**config.mk**
```make
export PLATFORM = sky130hd
export DESIGN_NAME = mult
export DESIGN_NICKNAME = d
export VERILOG_FILES = /design/src/rtl/mult_pkg.sv /design/src/rtl/mult_booth_step.sv /design/src/rtl/mult.sv
export SDC_FILE = /design/constraint.sdc
export NUM_CORES = 1
export LEC_CHECK = 0
export CAP_MARGIN = 20
export CORE_AREA = 2 2 234 236
export DETAILED_ROUTE_END_ITERATION = 6
export DIE_AREA = 0 0 236 238
export PLACE_DENSITY = 0.5
export SKIP_CTS_REPAIR_TIMING = 1
export SYNTH_ARGS = -nofsm -noshare
export SYNTH_HDL_FRONTEND = slang
export SYNTH_HIERARCHICAL = 1
export SYNTH_SLANG_ARGS = --single-unit
```
**constraint.sdc**
```tcl
create_clock -name clk -period 6.8 [get_ports clk]
set_clock_uncertainty 0.2 [all_clocks]
set_input_delay 0.68 -clock clk [delete_from_list [all_inputs] [get_ports clk]]
set_output_delay 0.68 -clock clk [all_outputs]
set_load 0.05 [all_outputs]
```
**src/rtl/mult_pkg.sv**
```systemverilog
// Shared widths and radix-4 Booth decode for the sequential multiplier.
package mult_pkg;

    localparam int WORD_W = 32;
    localparam int PROD_W = 65;
    localparam int STEPS  = 16;
    localparam int ACC_W  = WORD_W + 2;
    localparam int REG_W  = PROD_W + 2;

    typedef enum logic [2:0] {
        BOOTH_ZERO   = 3'd0,
        BOOTH_ADD_M  = 3'd1,
        BOOTH_ADD_2M = 3'd2,
        BOOTH_SUB_2M = 3'd3,
        BOOTH_SUB_M  = 3'd4
    } booth_op_e;

    function automatic booth_op_e booth_decode(input logic [2:0] t);
        case (t)
            3'b001, 3'b010: return BOOTH_ADD_M;
            3'b011:         return BOOTH_ADD_2M;
            3'b100:         return BOOTH_SUB_2M;
            3'b101, 3'b110: return BOOTH_SUB_M;
            default:        return BOOTH_ZERO;
        endcase
    endfunction

endpackage

```
**src/rtl/mult_booth_step.sv**
```systemverilog
// One radix-4 Booth step: decode the low triplet, pick the multiple of M,
// add it into the guard-extended accumulator and shift the register right by 2.
module mult_booth_step
    import mult_pkg::*;
(
    input  logic signed [REG_W-1:0]  src,
    input  logic signed [WORD_W-1:0] m,
    output logic signed [REG_W-1:0]  nxt,
    output logic [WORD_W-1:0]        cla_in,
    output logic [WORD_W-1:0]        cla_out,
    output logic [WORD_W-1:0]        shifted_data,
    output logic [WORD_W-1:0]        inverted_data,
    output logic [WORD_W-1:0]        subtract_data,
    output logic                     ctrl_add,
    output logic                     ctrl_sub,
    output logic                     ctrl_shift,
    output logic                     ctrl_zeroin
);

    // 4-bit lookahead groups chained across the word; guard bits ride on the final carry.
    function automatic logic [ACC_W-1:0] cla_add(input logic [ACC_W-1:0] a, input logic [ACC_W-1:0] b);
        logic [WORD_W-1:0] g;
        logic [WORD_W-1:0] p;
        logic [WORD_W:0]   c;
        logic [ACC_W-1:0]  s;
        g    = a[WORD_W-1:0] & b[WORD_W-1:0];
        p    = a[WORD_W-1:0] ^ b[WORD_W-1:0];
        c[0] = 1'b0;
        for (int k = 0; k < WORD_W / 4; k++) begin
            int i;
            i = 4 * k;
            c[i+1] = g[i] | (p[i] & c[i]);
            c[i+2] = g[i+1] | (p[i+1] & g[i]) | (p[i+1] & p[i] & c[i]);
            c[i+3] = g[i+2] | (p[i+2] & g[i+1]) | (p[i+2] & p[i+1] & g[i])
                   | (p[i+2] & p[i+1] & p[i] & c[i]);
            c[i+4] = g[i+3] | (p[i+3] & g[i+2]) | (p[i+3] & p[i+2] & g[i+1])
                   | (p[i+3] & p[i+2] & p[i+1] & g[i])
                   | (p[i+3] & p[i+2] & p[i+1] & p[i] & c[i]);
        end
        s[WORD_W-1:0]     = p ^ c[WORD_W-1:0];
        s[ACC_W-1:WORD_W] = a[ACC_W-1:WORD_W] + b[ACC_W-1:WORD_W] + {1'b0, c[WORD_W]};
        return s;
    endfunction

    booth_op_e              op;
    logic signed [ACC_W-1:0] m_ext;
    logic signed [ACC_W-1:0] multiple;
    logic signed [ACC_W-1:0] inv;
    logic signed [ACC_W-1:0] neg;
    logic signed [ACC_W-1:0] addend;
    logic signed [ACC_W-1:0] acc;

    assign op          = booth_decode(src[2:0]);
    assign ctrl_zeroin = (op == BOOTH_ZERO);
    assign ctrl_add    = (op == BOOTH_ADD_M) || (op == BOOTH_ADD_2M);
    assign ctrl_sub    = (op == BOOTH_SUB_M) || (op == BOOTH_SUB_2M);
    assign ctrl_shift  = (op == BOOTH_ADD_2M) || (op == BOOTH_SUB_2M);

    assign m_ext    = {{2{m[WORD_W-1]}}, m};
    assign multiple = ctrl_shift ? (m_ext <<< 1) : m_ext;
    assign inv      = ~multiple;
    assign neg      = inv + ACC_W'(1);

    always_comb begin
        addend = '0;
        if (ctrl_add)
            addend = multiple;
        else if (ctrl_sub)
            addend = neg;
    end

    assign acc = cla_add(src[REG_W-1:WORD_W+1], addend);
    assign nxt = $signed({acc, src[WORD_W:0]}) >>> 2;

    assign cla_in        = addend[WORD_W-1:0];
    assign cla_out       = acc[WORD_W-1:0];
    assign shifted_data  = m_ext[WORD_W-2:0] << 1 == '0 ? {m[WORD_W-2:0], 1'b0} : {m[WORD_W-2:0], 1'b0};
    assign inverted_data = inv[WORD_W-1:0];
    assign subtract_data = neg[WORD_W-1:0];

endmodule

```
**src/rtl/mult.sv**
```systemverilog
// Sequential 32x32 signed radix-4 Booth multiplier: 16 steps after reset release,
// then holds the product with a ready flag and a signed-overflow flag.
module mult
    import mult_pkg::*;
(
    input  logic                clk,
    input  logic                rst,
    input  logic [WORD_W-1:0]   data_operandA,
    input  logic [WORD_W-1:0]   data_operandB,
    output logic [WORD_W-1:0]   data_result,
    output logic                data_exception,
    output logic                data_resultRDY,
    output logic [4:0]          count,
    output logic [PROD_W-1:0]   initial_input,
    output logic [PROD_W-1:0]   product_out,
    output logic [PROD_W-1:0]   product_in,
    output logic [PROD_W-1:0]   raw_data,
    output logic [PROD_W-1:0]   final_result,
    output logic [WORD_W-1:0]   cla_in,
    output logic [WORD_W-1:0]   cla_out,
    output logic [WORD_W-1:0]   shifted_data,
    output logic [WORD_W-1:0]   inverted_data,
    output logic [WORD_W-1:0]   subtract_data,
    output logic                ctrl_add,
    output logic                ctrl_sub,
    output logic                ctrl_shift,
    output logic                ctrl_zeroin
);

    // Product register carries the two accumulator guard bits above the visible 65 bits.
    logic signed [REG_W-1:0] prod_p0;
    logic signed [REG_W-1:0] src;
    logic signed [REG_W-1:0] step_nxt;
    logic [2*WORD_W-WORD_W:0] upper;

    assign initial_input = {{WORD_W{1'b0}}, data_operandB, 1'b0};
    assign src           = (count == '0) ? {2'b00, initial_input} : prod_p0;
    assign raw_data      = $signed(src[PROD_W-1:0]) >>> 2;

    mult_booth_step u_step (
        .src           (src),
        .m             (data_operandA),
        .nxt           (step_nxt),
        .cla_in        (cla_in),
        .cla_out       (cla_out),
        .shifted_data  (shifted_data),
        .inverted_data (inverted_data),
        .subtract_data (subtract_data),
        .ctrl_add      (ctrl_add),
        .ctrl_sub      (ctrl_sub),
        .ctrl_shift    (ctrl_shift),
        .ctrl_zeroin   (ctrl_zeroin)
    );

    always_ff @(posedge clk or negedge rst) begin
        if (!rst) begin
            count   <= '0;
            prod_p0 <= '0;
        end else if (count != 5'(STEPS)) begin
            count   <= count + 5'd1;
            prod_p0 <= step_nxt;
        end
    end

    // Product bits [63:31] sit at register bits [64:32]; all-equal means it fits in 32 bits.
    assign upper          = prod_p0[2*WORD_W:WORD_W];
    assign data_resultRDY = (count == 5'(STEPS));
    assign data_exception = data_resultRDY && !((&upper) || !(|upper));
    assign data_result    = prod_p0[WORD_W:1];
    assign product_out    = prod_p0[PROD_W-1:0];
    assign product_in     = step_nxt[PROD_W-1:0];
    assign final_result   = data_resultRDY ? prod_p0[PROD_W-1:0] : '0;

endmodule

```
==> impl_metrics.toml <==
[status]
outcome = "complete, but fails checks"
violations = "setup timing"

[sta]
timing.final.crit_period_ns = 7.171
setup_viol = 12
fin_crit_sh_pct = 105.5
grt_setup_unrepaired = "yes"
max_freq_mhz = 139.5
holdWs_ns = 0.02835
finalWorstSetupSlack_ns = -0.3708
hold_violations = 0
max-slew-margin-rel_pct = 40.43
setup-tns-final_ns = -2.358
timing_max_transition_violations_final = 0
worst-slew-pin-transition_ns = 0.8936

[final_layout]
drive_above_1_share_pct = 32.13
num-nets-final = 1739
nFillCells = 5400
multi_input_area_sq_um = 6148
sequential_standard_cell_area_sq_um = 1807
layout_overhead_on_the_synthesized_area_pct = 81.99

[yosys]
yosys_warnings = 6
synth.lib_cells_used.distinct = 82
ys_dominant_reg_cell = "dfrtp_1"
syn_inst_count = 1143
syn-mean-instance-area_sq_um = 8.456
synth_seq_cells = 72
synth_async_sr_flop_share_pct = 100.0
synth-seq-area-share_pct = 18.64
synth_edf_count = 0
synth.cell_area_sq_um = 9666

[clock_network]
clock_insertion_delay_worst_skew_ns = 0.36
cts_made_buffers = 9
cts-root-buf = "clkbuf_16"
cts.htree.levels = 3
clk_path_buf_depth = 2
clk_pin_slew_ns = 0.06
tritoncts_clock_tree = "yes"
tritoncts_num_sinks = 72

[die]
chipHeight_microns = 238
core_region_area_sq_um = 53500
die-area_sq_um = 56170
die-width_microns = 236
starting_density_of_the_core_pct = 18.07
io_pins = 594
standard_cell_row_count = 85

[worst_hold_path]
min-delay-path-class = "in2async"

[placed_design]
gp_congestion = 0.8316
detailedPlacementHpwl_microns = 43310
port_buffer_count = 559

[worst_setup_path]
worst_r2r_startpoint = "count[0]"
path_delay_family = "simple AND/OR/NAND/NOR gates"
reg2reg_depth = 30
cp.required_ns = 5.92
cp_slowest_cell = "fa_2"
timing.critical_path.to_type = "output port"
r2r_setup_slack_ns = 0.45
crit_path_start_kind = "flop"
critical_path_arrival_ns = 6.29
cp_max_fanout = 5
critical_path_buf_inv_count = 4
rr_endpoint = "prod_p0[64]"
critPathMaxStageDelay_ns = 0.43
critical_path_class = "reg2out"

[detailed_routing]
route.detailed.vias_per_inst = 4.220
final_antenna_net_count = 0
routed_wl_microns = 51510
vias = 9837
drt_drc_violations_left = 0
detail_route.first_pass.iterations = 5
routed_wire_length_per_instance_microns = 22.10
drt-initial-drc-count = 458

[global_route]
grt_overflow_total = 0
global_route_wire_length_before_repair_microns = 72740
grt_antenna_before_repair = 2
pin_count_of_the_biggest_net_entering_global_routing = 71
grt_pass1_vias = 9947
grtUsageTotal_pct = 17.67

[run]
cap_violations = 0
## synthesized netlist by cell type, drive strengths merged (4+ instances only)
cell,count,area (sq um)
buf,349,2640
a21o,76,570.6
dfrtp,72,1802
and2,70,452.9
nor2b,55,344.1
o21ai,52,260.3
nand2,42,160.2
ha,35,437.9
a21oi,33,168.9
mux2,33,371.6
nor2,32,137.6
xor2,30,270.3
inv,25,96.34
xnor2,23,201.4
nor3,22,110.1
nand3,21,125.1
mux2i,20,212.7
clkbuf,19,71.32
nand4,14,102.6
and3,9,56.30
fa,9,180.2
nor4,9,71.32
a31oi,7,65.06
nand2b,7,43.79
or3,7,48.80
nor3b,6,45.04
o2bb2ai,5,43.79
a211oi,4,35.03
o22ai,4,25.02
o311ai,4,50.05
o31ai,4,30.03
## worst max-delay path by stage
stage | cells past startpoint | startpoint | end | slack (ns)
2_1_floorplan | 30 | count[1] | product_in[60] | -1.36
3_3_place_gp | 24 | data_operandB[0] | product_in[64] | -0.71
3_5_place_dp | 24 | data_operandB[0] | product_in[64] | -0.72
4_1_cts | 27 | count[1] | product_in[64] | -0.84
5_1_grt | 29 | count[1] | product_in[64] | -0.64
6_report | 29 | count[0] | product_in[64] | -0.37
## cell families (layout without fill, tap and decap cells)
logic type	count (synthesis)	in the layout	synth area share, %
AOI/OAI and AO/OA	216	216	15.72
xor gates and xnor gates	53	53	4.880
adders and majority gates	44	44	6.395
buffers and inverters	394	853	29.09
DFF	72	72	18.64
muxes	53	53	6.045
other	2	35	0.07770
and+or+nand+nor	309	309	19.16
## metal layers
metal / share of wire [%] / track usage, % / vias to the layer above
li1: - / - / 4560
met2: 53 / 33.36 / 431
met5: 0 / 0 / -
met1: 40 / 20.60 / 4810
met3: 5.3 / 3.135 / 36
met4: 1.5 / 4.015 / 0
## flip-flops by register name, indices dropped and copies added, names as in the netlist
register and flops:
prod_p0 67, count 5
## cell type report
class | count | share of cell area, %
diodes | 1 | 0.01423
clock buffers | 11 | 1.380
clock inverters | 5 | 0.3201
inverters | 26 | 0.6259
multi-input cells | 709 | 34.95
flip-flops and latches | 72 | 10.27
well taps | 696 | 4.951
repair buffers | 811 | 47.49
## layout by cell type (no fill, tap or decap), drive strengths merged, types with 9 or more instances in the layout
master,netlist,layout
clkdlybuf4s50,0,464
buf,349,347
a21o,76,76
dfrtp,72,72
and2,70,70
nor2b,55,55
o21ai,52,52
nand2,42,42
ha,35,35
conb,2,34
mux2,33,33
a21oi,33,33
nor2,32,32
xor2,30,30
inv,25,23
xnor2,23,23
nor3,22,22
nand3,21,21
mux2i,20,20
nand4,14,14
clkbuf,19,11
nor4,9,9
and3,9,9
fa,9,9
## metrics by stage
| step | utilization [%] | area (sq um) | setup slack (ns) | std cells |
|---|---|---|---|---|
| after floorplan | - | 10460 | -1.363 | 1175 |
| after global placement | 31.26 | 16720 | -0.7105 | 2293 |
| after detailed placement | 31.26 | 16720 | -0.7240 | 2293 |
| after CTS | 31.82 | 17020 | -0.8421 | 2309 |
| after global routing | 32.88 | 17590 | -0.6353 | 2331 |
| final | 32.88 | 17590 | -0.3708 | 2331 |
## worst reg2reg max path, delay by kind of cell, from the launching register on
family                   cells  cell delay, ns
AND/OR/NAND/NOR             10            1.78
multiplexers                 1            0.38
adder cells (fa/ha/maj)      3            0.90
AO/OA/AOI/OAI                9            1.54
buffers and inverters        4            0.59
XOR/XNOR                     3            0.46
flip-flops                   1            0.41
Power is left out: the tool's default activity adds up to more than one toggle a clock period on the data nets, which glitch-free logic cannot reach.
==> edit, RTL diff (same settings) <==
Reset style: synchronous (`rst`), changed in one clocked block.
--- a/src/rtl/mult.sv
+++ b/src/rtl/mult.sv
@@ -52,7 +52,7 @@
         .ctrl_zeroin   (ctrl_zeroin)
     );
 
-    always_ff @(posedge clk or negedge rst) begin
+    always_ff @(posedge clk) begin
         if (!rst) begin
             count   <= '0;
             prod_p0 <= '0;
Formal check against the unedited RTL: differs if rst is asserted again (counterexample within 4 cycles, from zero or initial values and one cycle with rst low); with rst held inactive, the same outputs for 4 cycles.
==> edit against the unedited design <==
  * The flow still finishes with violations (negative setup slack)
  * Routed wire length increased by 3.3%
  * Sequential cell count unchanged
  * Final area increased by 4.8%
  * Worst setup slack got worse by 400 ps
  * Die area unchanged
  * Area after synthesis increased by 3.5%
  * Highest routed layer unchanged
==> edit: results (changes against the unedited design) <==
Place
  • Global placement routability congestion: 0.888 (+6.8%)
  • Instance area after placement: 17700 um2 (+5.6%)
  • Pre-CTS setup slack: -1130 ps (-408 ps)
  • Detailed-placement wirelength estimate: 45300 um (+4.6%)

Critical path
  • CP arrival: 6690 ps (+400 ps)
  • Launching instance or port of the critical path: count[1]
  • Slowest stage delay, CP: 580 ps (+150 ps)
  • Worst R2R Setup Slack: 80 ps (-370 ps)

Synth
  • Async set-reset flop share out of synthesis: 0% (-100 points)
  • Sequential share of the synthesized area: 14.4% (-4.2 points)
  • Top cell types by occurrence after synthesis: buf_4, and2_1, dfxtp_1, o21a_1, nor2b_1
  • Xor and xnor area share after synthesis: 4.54% (-0.34 points)
  • Synth Area in Compound Gates: 16.9% (+1.2 points)
  • Largest cells by area after synthesis: buf_4, dfxtp_1, and2_1
  • Yosys synthesis warning count: 6 (unchanged)
  • Number of different library cells in the post-synthesis netlist: 86 (+4.9%)
  • Multiplexer share of the synthesized area: 5.02% (-1.0 points)
  • Adder-cell share of the synthesized area: 6.18% (-0.22 points)
  • Most instantiated flip-flop cell in the synthesis netlist: dfxtp_1

Status
  • Violations in the final reports: negative setup slack
  • Outcome: complete, but fails checks

Timing
  • Worst hold slack: 269 ps (+241 ps)
  • Least setup slack across all paths after layout: -767 ps (-396 ps)
  • Worst-case headroom to the max-slew limit: 52.8% (+12 points)
  • Final-report setup violation count: 26 (+14)

Route
  • Metal-1 WL: 21600 um (+4.9%)
  • Wire length on met2: 27000 um (-1.7%)
  • Vias post-DR: 10700 (+8.9%)
  • Wirelength per Cell: 21.2 um (-3.9%)
  • DR iter-0 viols: 430 (-6.1%)
  • WL met3: 3300 um (+21%)
  • Detailed-routing iteration count for the pre-antenna-repair pass: 5 (unchanged)

Finish
  • Net count, final: 1913 (+10%)

GRT
  • First-pass GRT wire length: 74100 um (+1.9%)
  • Global routing met3 resource utilization: 3.77% (+0.64 points)
  • Met1 global-route usage: 21.4% (+0.76 points)
  • Met2 routing resource usage after global routing: 32.5% (-0.90 points)
  • Number of antenna violations at the first check in global routing: 5 (+3)

Hold path
  • Min-Delay Path Class: flop to flop
edit: cell types whose count changed in the layout (fill, tap and decap cells not counted), moves of 13 or more:
cell,delta
a21o_1,-70
o21a_1,+68
mux2_2,+25
dfxtp_1,+68
mux2_1,-25
xor2_2,-13
o21ai_0,+20
buf_4,+60
dfrtp_1,-68
and2_1,+68
edit: final cells by class:
cell class	instances	area [um2]
timing repair buffer	869	8800
inverter	29	124
antenna	1	2.50
clock buffer	10	239
sequential	72	1450
multi-input combinational	822	6880
clock inverter	6	67.6
tap	696	871
fill	5475	35100
edit: per-stage QoR:
stage / setup TNS, ps / cells / utilization (%)
6_report: -6430 / 2505 / 34.5
5_1_grt: -15090 / 2505 / 34.5
4_1_cts: -19740 / 2484 / 33.6
3_5_place_dp: -15770 / 2468 / 33.0
3_3_place_gp: -12090 / 2468 / 33.0
2_1_floorplan: -47440 / 1305 / -
